===== src/rtl/segway_pkg.sv =====
// rtl/segway_pkg.sv - shared state types and default command bytes for the BLE command path
package segway_pkg;

    typedef enum logic [1:0] {IDLE, START, DATA, STOP} rx_state_t;
    typedef enum logic [1:0] {OFF, PWR1, PWR2} auth_state_t;

    localparam logic [7:0] GO_CMD_DEFAULT   = 8'h67;
    localparam logic [7:0] STOP_CMD_DEFAULT = 8'h73;

endpackage


===== src/rtl/uart_rx.sv =====
// rtl/uart_rx.sv - 8N1 UART receiver with two-flop synchronizer and mid-bit sampling
import segway_pkg::*;

module uart_rx #(
    parameter int BAUD_DIV = 2604
) (
    input  logic       clk,
    input  logic       rst,
    input  logic       RX,
    output logic [7:0] rx_data,
    output logic       rx_rdy,
    output logic       frm_err
);

    localparam logic [15:0] BAUD_FULL = 16'(BAUD_DIV);
    localparam logic [15:0] BAUD_HALF = 16'(BAUD_DIV / 2);

    rx_state_t   state;
    logic        rx_meta;
    logic        rx_sync;
    logic        rx_prev;
    logic [15:0] baud_cnt;
    logic [3:0]  bit_cnt;
    logic [7:0]  shift;
    logic        expired;

    // A load of N expires N cycles later; the counter parks instead of wrapping.
    assign expired = (baud_cnt <= 16'd1);

    always_ff @(posedge clk) begin
        if (rst) begin
            state    <= IDLE;
            rx_meta  <= 1'b1;
            rx_sync  <= 1'b1;
            rx_prev  <= 1'b1;
            baud_cnt <= '0;
            bit_cnt  <= '0;
            shift    <= '0;
            rx_data  <= '0;
            rx_rdy   <= 1'b0;
            frm_err  <= 1'b0;
        end else begin
            rx_meta <= RX;
            rx_sync <= rx_meta;
            rx_prev <= rx_sync;
            rx_rdy  <= 1'b0;
            frm_err <= 1'b0;
            case (state)
                IDLE: begin
                    if (rx_prev && !rx_sync) begin
                        state    <= START;
                        baud_cnt <= BAUD_HALF;
                    end
                end
                START: begin
                    if (expired) begin
                        if (!rx_sync) begin
                            state    <= DATA;
                            baud_cnt <= BAUD_FULL;
                            bit_cnt  <= '0;
                        end else begin
                            state    <= IDLE;
                            baud_cnt <= '0;
                        end
                    end else begin
                        baud_cnt <= baud_cnt - 16'd1;
                    end
                end
                DATA: begin
                    if (expired) begin
                        shift    <= {rx_sync, shift[7:1]};
                        baud_cnt <= BAUD_FULL;
                        if (bit_cnt == 4'd7) begin
                            state   <= STOP;
                            bit_cnt <= '0;
                        end else begin
                            bit_cnt <= bit_cnt + 4'd1;
                        end
                    end else begin
                        baud_cnt <= baud_cnt - 16'd1;
                    end
                end
                STOP: begin
                    if (expired) begin
                        state    <= IDLE;
                        baud_cnt <= '0;
                        if (rx_sync) begin
                            rx_data <= shift;
                            rx_rdy  <= 1'b1;
                        end else begin
                            frm_err <= 1'b1;
                        end
                    end else begin
                        baud_cnt <= baud_cnt - 16'd1;
                    end
                end
                default: begin
                    state    <= IDLE;
                    baud_cnt <= '0;
                end
            endcase
        end
    end

endmodule


===== src/rtl/ble_cmd_rcv.sv =====
// rtl/ble_cmd_rcv.sv - BLE command receiver gating power-up on go/stop bytes and rider presence
import segway_pkg::*;

module ble_cmd_rcv #(
    parameter int         BAUD_DIV = 2604,
    parameter logic [7:0] GO_CMD   = GO_CMD_DEFAULT,
    parameter logic [7:0] STOP_CMD = STOP_CMD_DEFAULT
) (
    input  logic       clk,
    input  logic       rst,
    input  logic       RX,
    input  logic       rider_off,
    output logic [7:0] rx_data,
    output logic       rx_rdy,
    output logic       frm_err,
    output logic       pwr_up
);

    auth_state_t auth_state;

    uart_rx #(.BAUD_DIV(BAUD_DIV)) u_uart_rx (
        .clk     (clk),
        .rst     (rst),
        .RX      (RX),
        .rx_data (rx_data),
        .rx_rdy  (rx_rdy),
        .frm_err (frm_err)
    );

    always_ff @(posedge clk) begin
        if (rst) begin
            auth_state <= OFF;
            pwr_up     <= 1'b0;
        end else begin
            case (auth_state)
                OFF: begin
                    if (rx_rdy && rx_data == GO_CMD) begin
                        auth_state <= PWR1;
                        pwr_up     <= 1'b1;
                    end
                end
                PWR1: begin
                    if (rx_rdy && rx_data == STOP_CMD) begin
                        if (rider_off) begin
                            auth_state <= OFF;
                            pwr_up     <= 1'b0;
                        end else begin
                            auth_state <= PWR2;
                        end
                    end
                end
                PWR2: begin
                    // A dismount wins over a simultaneous go byte so power never stays on riderless.
                    if (rider_off) begin
                        auth_state <= OFF;
                        pwr_up     <= 1'b0;
                    end else if (rx_rdy && rx_data == GO_CMD) begin
                        auth_state <= PWR1;
                    end
                end
                default: begin
                    auth_state <= OFF;
                    pwr_up     <= 1'b0;
                end
            endcase
        end
    end

endmodule


===== config.mk =====
export PLATFORM = sky130hd
export DESIGN_NAME = ble_cmd_rcv
export DESIGN_NICKNAME = d
export VERILOG_FILES = /design/src/rtl/segway_pkg.sv /design/src/rtl/uart_rx.sv /design/src/rtl/ble_cmd_rcv.sv
export SDC_FILE = /design/constraint.sdc
export NUM_CORES = 1
export LEC_CHECK = 0
export BUFFER_PORTS_ARGS = -buffer_cell sky130_fd_sc_hd__buf_2
export CORE_MARGIN = 2
export CORE_UTILIZATION = 60
export CTS_BUF_LIST = sky130_fd_sc_hd__clkbuf_16
export DETAILED_ROUTE_END_ITERATION = 10
export PLACE_DENSITY = 0.78
export SLEW_MARGIN = 20
export SYNTH_ARGS = -nofsm -noshare
export SYNTH_HDL_FRONTEND = slang
export SYNTH_HIERARCHICAL = 1
export SYNTH_SLANG_ARGS = --single-unit

===== constraint.sdc =====
create_clock -name clk -period 7.92 [get_ports clk]
set_clock_uncertainty 0.1 [all_clocks]
set_input_delay 1.584 -clock clk [delete_from_list [all_inputs] [get_ports clk]]
set_output_delay 1.584 -clock clk [all_outputs]
set_load 0.01 [all_outputs]

==> flow_summary.toml <==
[cts]
postCtsSetupRepairBufs = 0
cts_buffers = 5
cts-root-buf = "clkbuf_16"
cts_sinks = 46
clock_latency_ns = 0.28
cts_resized = 0
hold_buffers = 0
cts.clk_slew.worst_paths_ns = 0.06
htreeDepth = 2
tritoncts = "done"
cts.path.max_buffers = 2

[sta]
finalSetupTns_ns = 0
rsz0062_at_grt = "false"
setup_viol = 0
maxSlewViolCount = 0
tightestPinTransition_ns = 0.961
finalHoldViolations = 0
slew_headroom = 0.350
fin_crit_sh = 0.365
period_minus_slack_ns = 2.89
whs_ns = 0.314
fmax_mhz = 346

[worst_setup_path]
critPathKind = "flop to flop"
startpoint = "u_uart_rx/baud_cnt[8]"
start_kind = "flop"
endpoint_kind = "flop"
cp_common_cell = "or4_1"
worstPathArrival_ns = 3.00
crit_path_max_incr_delay_ns = 0.63
worst_path_max_delay_cell = "or4_1"
r2r_start = "u_uart_rx/baud_cnt[8]"
worst-path-max-fanout = 7
worstPathCellList = "or4_4, or4_1, or3_1, or4_1, a21oi_1"
worst_ep_required_time_ns = 8.03

[cells_and_area]
drive_above_1_share = 0.141
fin_nets = 287
final_util = 0.682
design_area_um2 = 2460
area_delta_synth_final_pct = 10.5
diodes = 0

[global_route]
antenna_found_initial = 0
grt_overflow_total = 0
grt_pass1_vias = 1708
grt_pass1_wl_um = 7790
grt_max_degree = 43
groute.usage.overall = 0.233

[die]
initial_core_util = 0.617
design.die.area_um2 = 4210
ios = 15
die_w_um = 64.9
row_count = 22
chipHeight_um = 64.9
core_um2 = 3610

[pwr]
switching_power_mw = 0.395
p_per_area_nw_per_um2 = 380
sequentialPowerShare = 0.339
ir_drop_v = 0.000184
pwr-share-comb = 0.449
p_sw_frac = 0.423
clockPowerShare = 0.212
power.leakage_nw = 1.02
intPower_mw = 0.540
totalPowerFinal_mw = 0.935

[drt]
drc = 0
vias = 1935
wl_per_cell_um = 14.0
antenna_left = 0
drt_pre_antenna_iters = 5
via_per_inst = 5.95
drt_iter0_markers = 133
drt_wl_total_um = 4550

[status]
status = "completed"

[synth]
async_flop_share = 0
synth.area.mux_share = 0.0360
synth_compound_area_frac = 0.169
synthFlopType = "dfxtp_1"
synth-xor-area-share = 0
yosysWarnings = 6
syn_area_um2 = 2230
synth-seq-cells = 46
yosysSeqAreaShare = 0.414
syn_inst = 267
synth_top_family_by_area = "simple AND/OR/NAND/NOR gates"
synth_fp_nets = 278
synth-simple-area-share = 0.298
synth_fa_ha_area_frac = 0.0393
synth_edf_count = 0
synth_cell_types = 46
avgSynthCellArea_um2 = 8.34

[place]
place_area_um2 = 2310
gp_congestion = 0.838
hpwlAfterDp_um = 3090
place.port_buffers = 14

[min_path]
min_from = "u_uart_rx/rx_meta"
hold_class = "flop to flop"

[run]
drv_cap = 0
## cells in the mapped netlist (5+ instances only)
| master | n | area, µm² |
|---|---|---|
| or4_1 | 5 | 37.5 |
| nor3_1 | 5 | 25.0 |
| dfxtp_1 | 46 | 921 |
| ha_1 | 7 | 87.6 |
| or2_2 | 6 | 37.5 |
| a21oi_1 | 21 | 105 |
| inv_1 | 12 | 45.0 |
| nand3_1 | 15 | 75.1 |
| or3_1 | 10 | 62.6 |
| nand2_1 | 31 | 116 |
| mux2i_1 | 8 | 80.1 |
| clkbuf_1 | 11 | 41.3 |
| o21ai_0 | 9 | 45.0 |
| nor4_1 | 6 | 37.5 |
| or3_2 | 5 | 37.5 |
| a31oi_1 | 5 | 31.3 |
| nor2_1 | 19 | 71.3 |
## layer usage
layer	global-route usage	wire, µm
met1	0.325	2190
met2	0.356	2090
met3	0.0469	208
met4	0.0824	59
met5	0	0
## cells by family after synthesis
family | after synthesis
adder cells (fa/ha/maj) | 7
buffers and inverters | 25
multiplexers | 8
AND/OR/NAND/NOR | 122
AO/OA/AOI/OAI | 59
flip-flops | 46
## path summary, 6_finish.rpt
path                     endpoint  slack (ns)  cells after the start
min             u_uart_rx/rx_sync        0.31                      1
max reg2reg  u_uart_rx/bit_cnt[3]        5.03                      5
max          u_uart_rx/bit_cnt[3]        5.03                      5
min reg2reg     u_uart_rx/rx_sync        0.31                      1
## flip-flops by register name (all words and copies together), names as in the netlist, named ones only
| signal | count |
|---|---|
| u_uart_rx/baud_cnt | 16 |
| u_uart_rx/rx_rdy | 1 |
| u_uart_rx/state | 1 |
| u_uart_rx/rx_meta | 1 |
| u_uart_rx/rx_data | 8 |
| auth_state | 2 |
| u_uart_rx/bit_cnt | 4 |
| u_uart_rx/shift | 8 |
| pwr_up | 1 |
| u_uart_rx/rx_sync | 1 |
| u_uart_rx/rx_prev | 1 |
| u_uart_rx/frm_err | 1 |
## per-stage QoR
step	instances	worst slack, ns
after global placement	317	4.90
after CTS	325	4.85
final	325	5.03
after detailed placement	317	4.86
after global routing	325	4.93
after floorplan	267	5.22
## worst max-delay path: cells and delay by family, from the launching register on
kind	cells	cell delay, ns
compound gates	1	0.13
flops	1	0.36
simple gates	4	2.22
## area by class of cell
class,instances,area [µm²]
repair buffers,15,77.6
fillers,289,1150
well taps,48,60.1
clock buffers,5,125
multi-input cells,196,1210
clock inverters,3,16.3
flip-flops and latches,46,921
inverters,12,45.0
## cells in the final DEF (no fill, tap or decap), drive strengths merged, types with 2 or more instances in the layout
cell type	n
a211oi	4
a21boi	2
a21o	3
a21oi	21
a221oi	2
a31oi	5
and3	2
buf	15
clkbuf	5
clkinv	2
dfxtp	46
ha	7
inv	12
mux2i	8
nand2	31
nand2b	4
nand3	15
nand3b	4
nor2	19
nor2b	3
nor3	5
nor4	6
o21ai	9
o221ai	2
or2	6
or3	15
or4	7
## power groups by stage
stage | combinational, mW | sequential, mW | clock (mW)
finish | 0.420 | 0.317 | 0.198
floorplan | 0.330 | 0.300 | 0
global route | 0.464 | 0.324 | 0.213
CTS | 0.402 | 0.315 | 0.202
detailed placement | 0.397 | 0.320 | 0
global placement | 0.394 | 0.318 | 0
No activity file was read; power rests on OpenSTA's default activity.
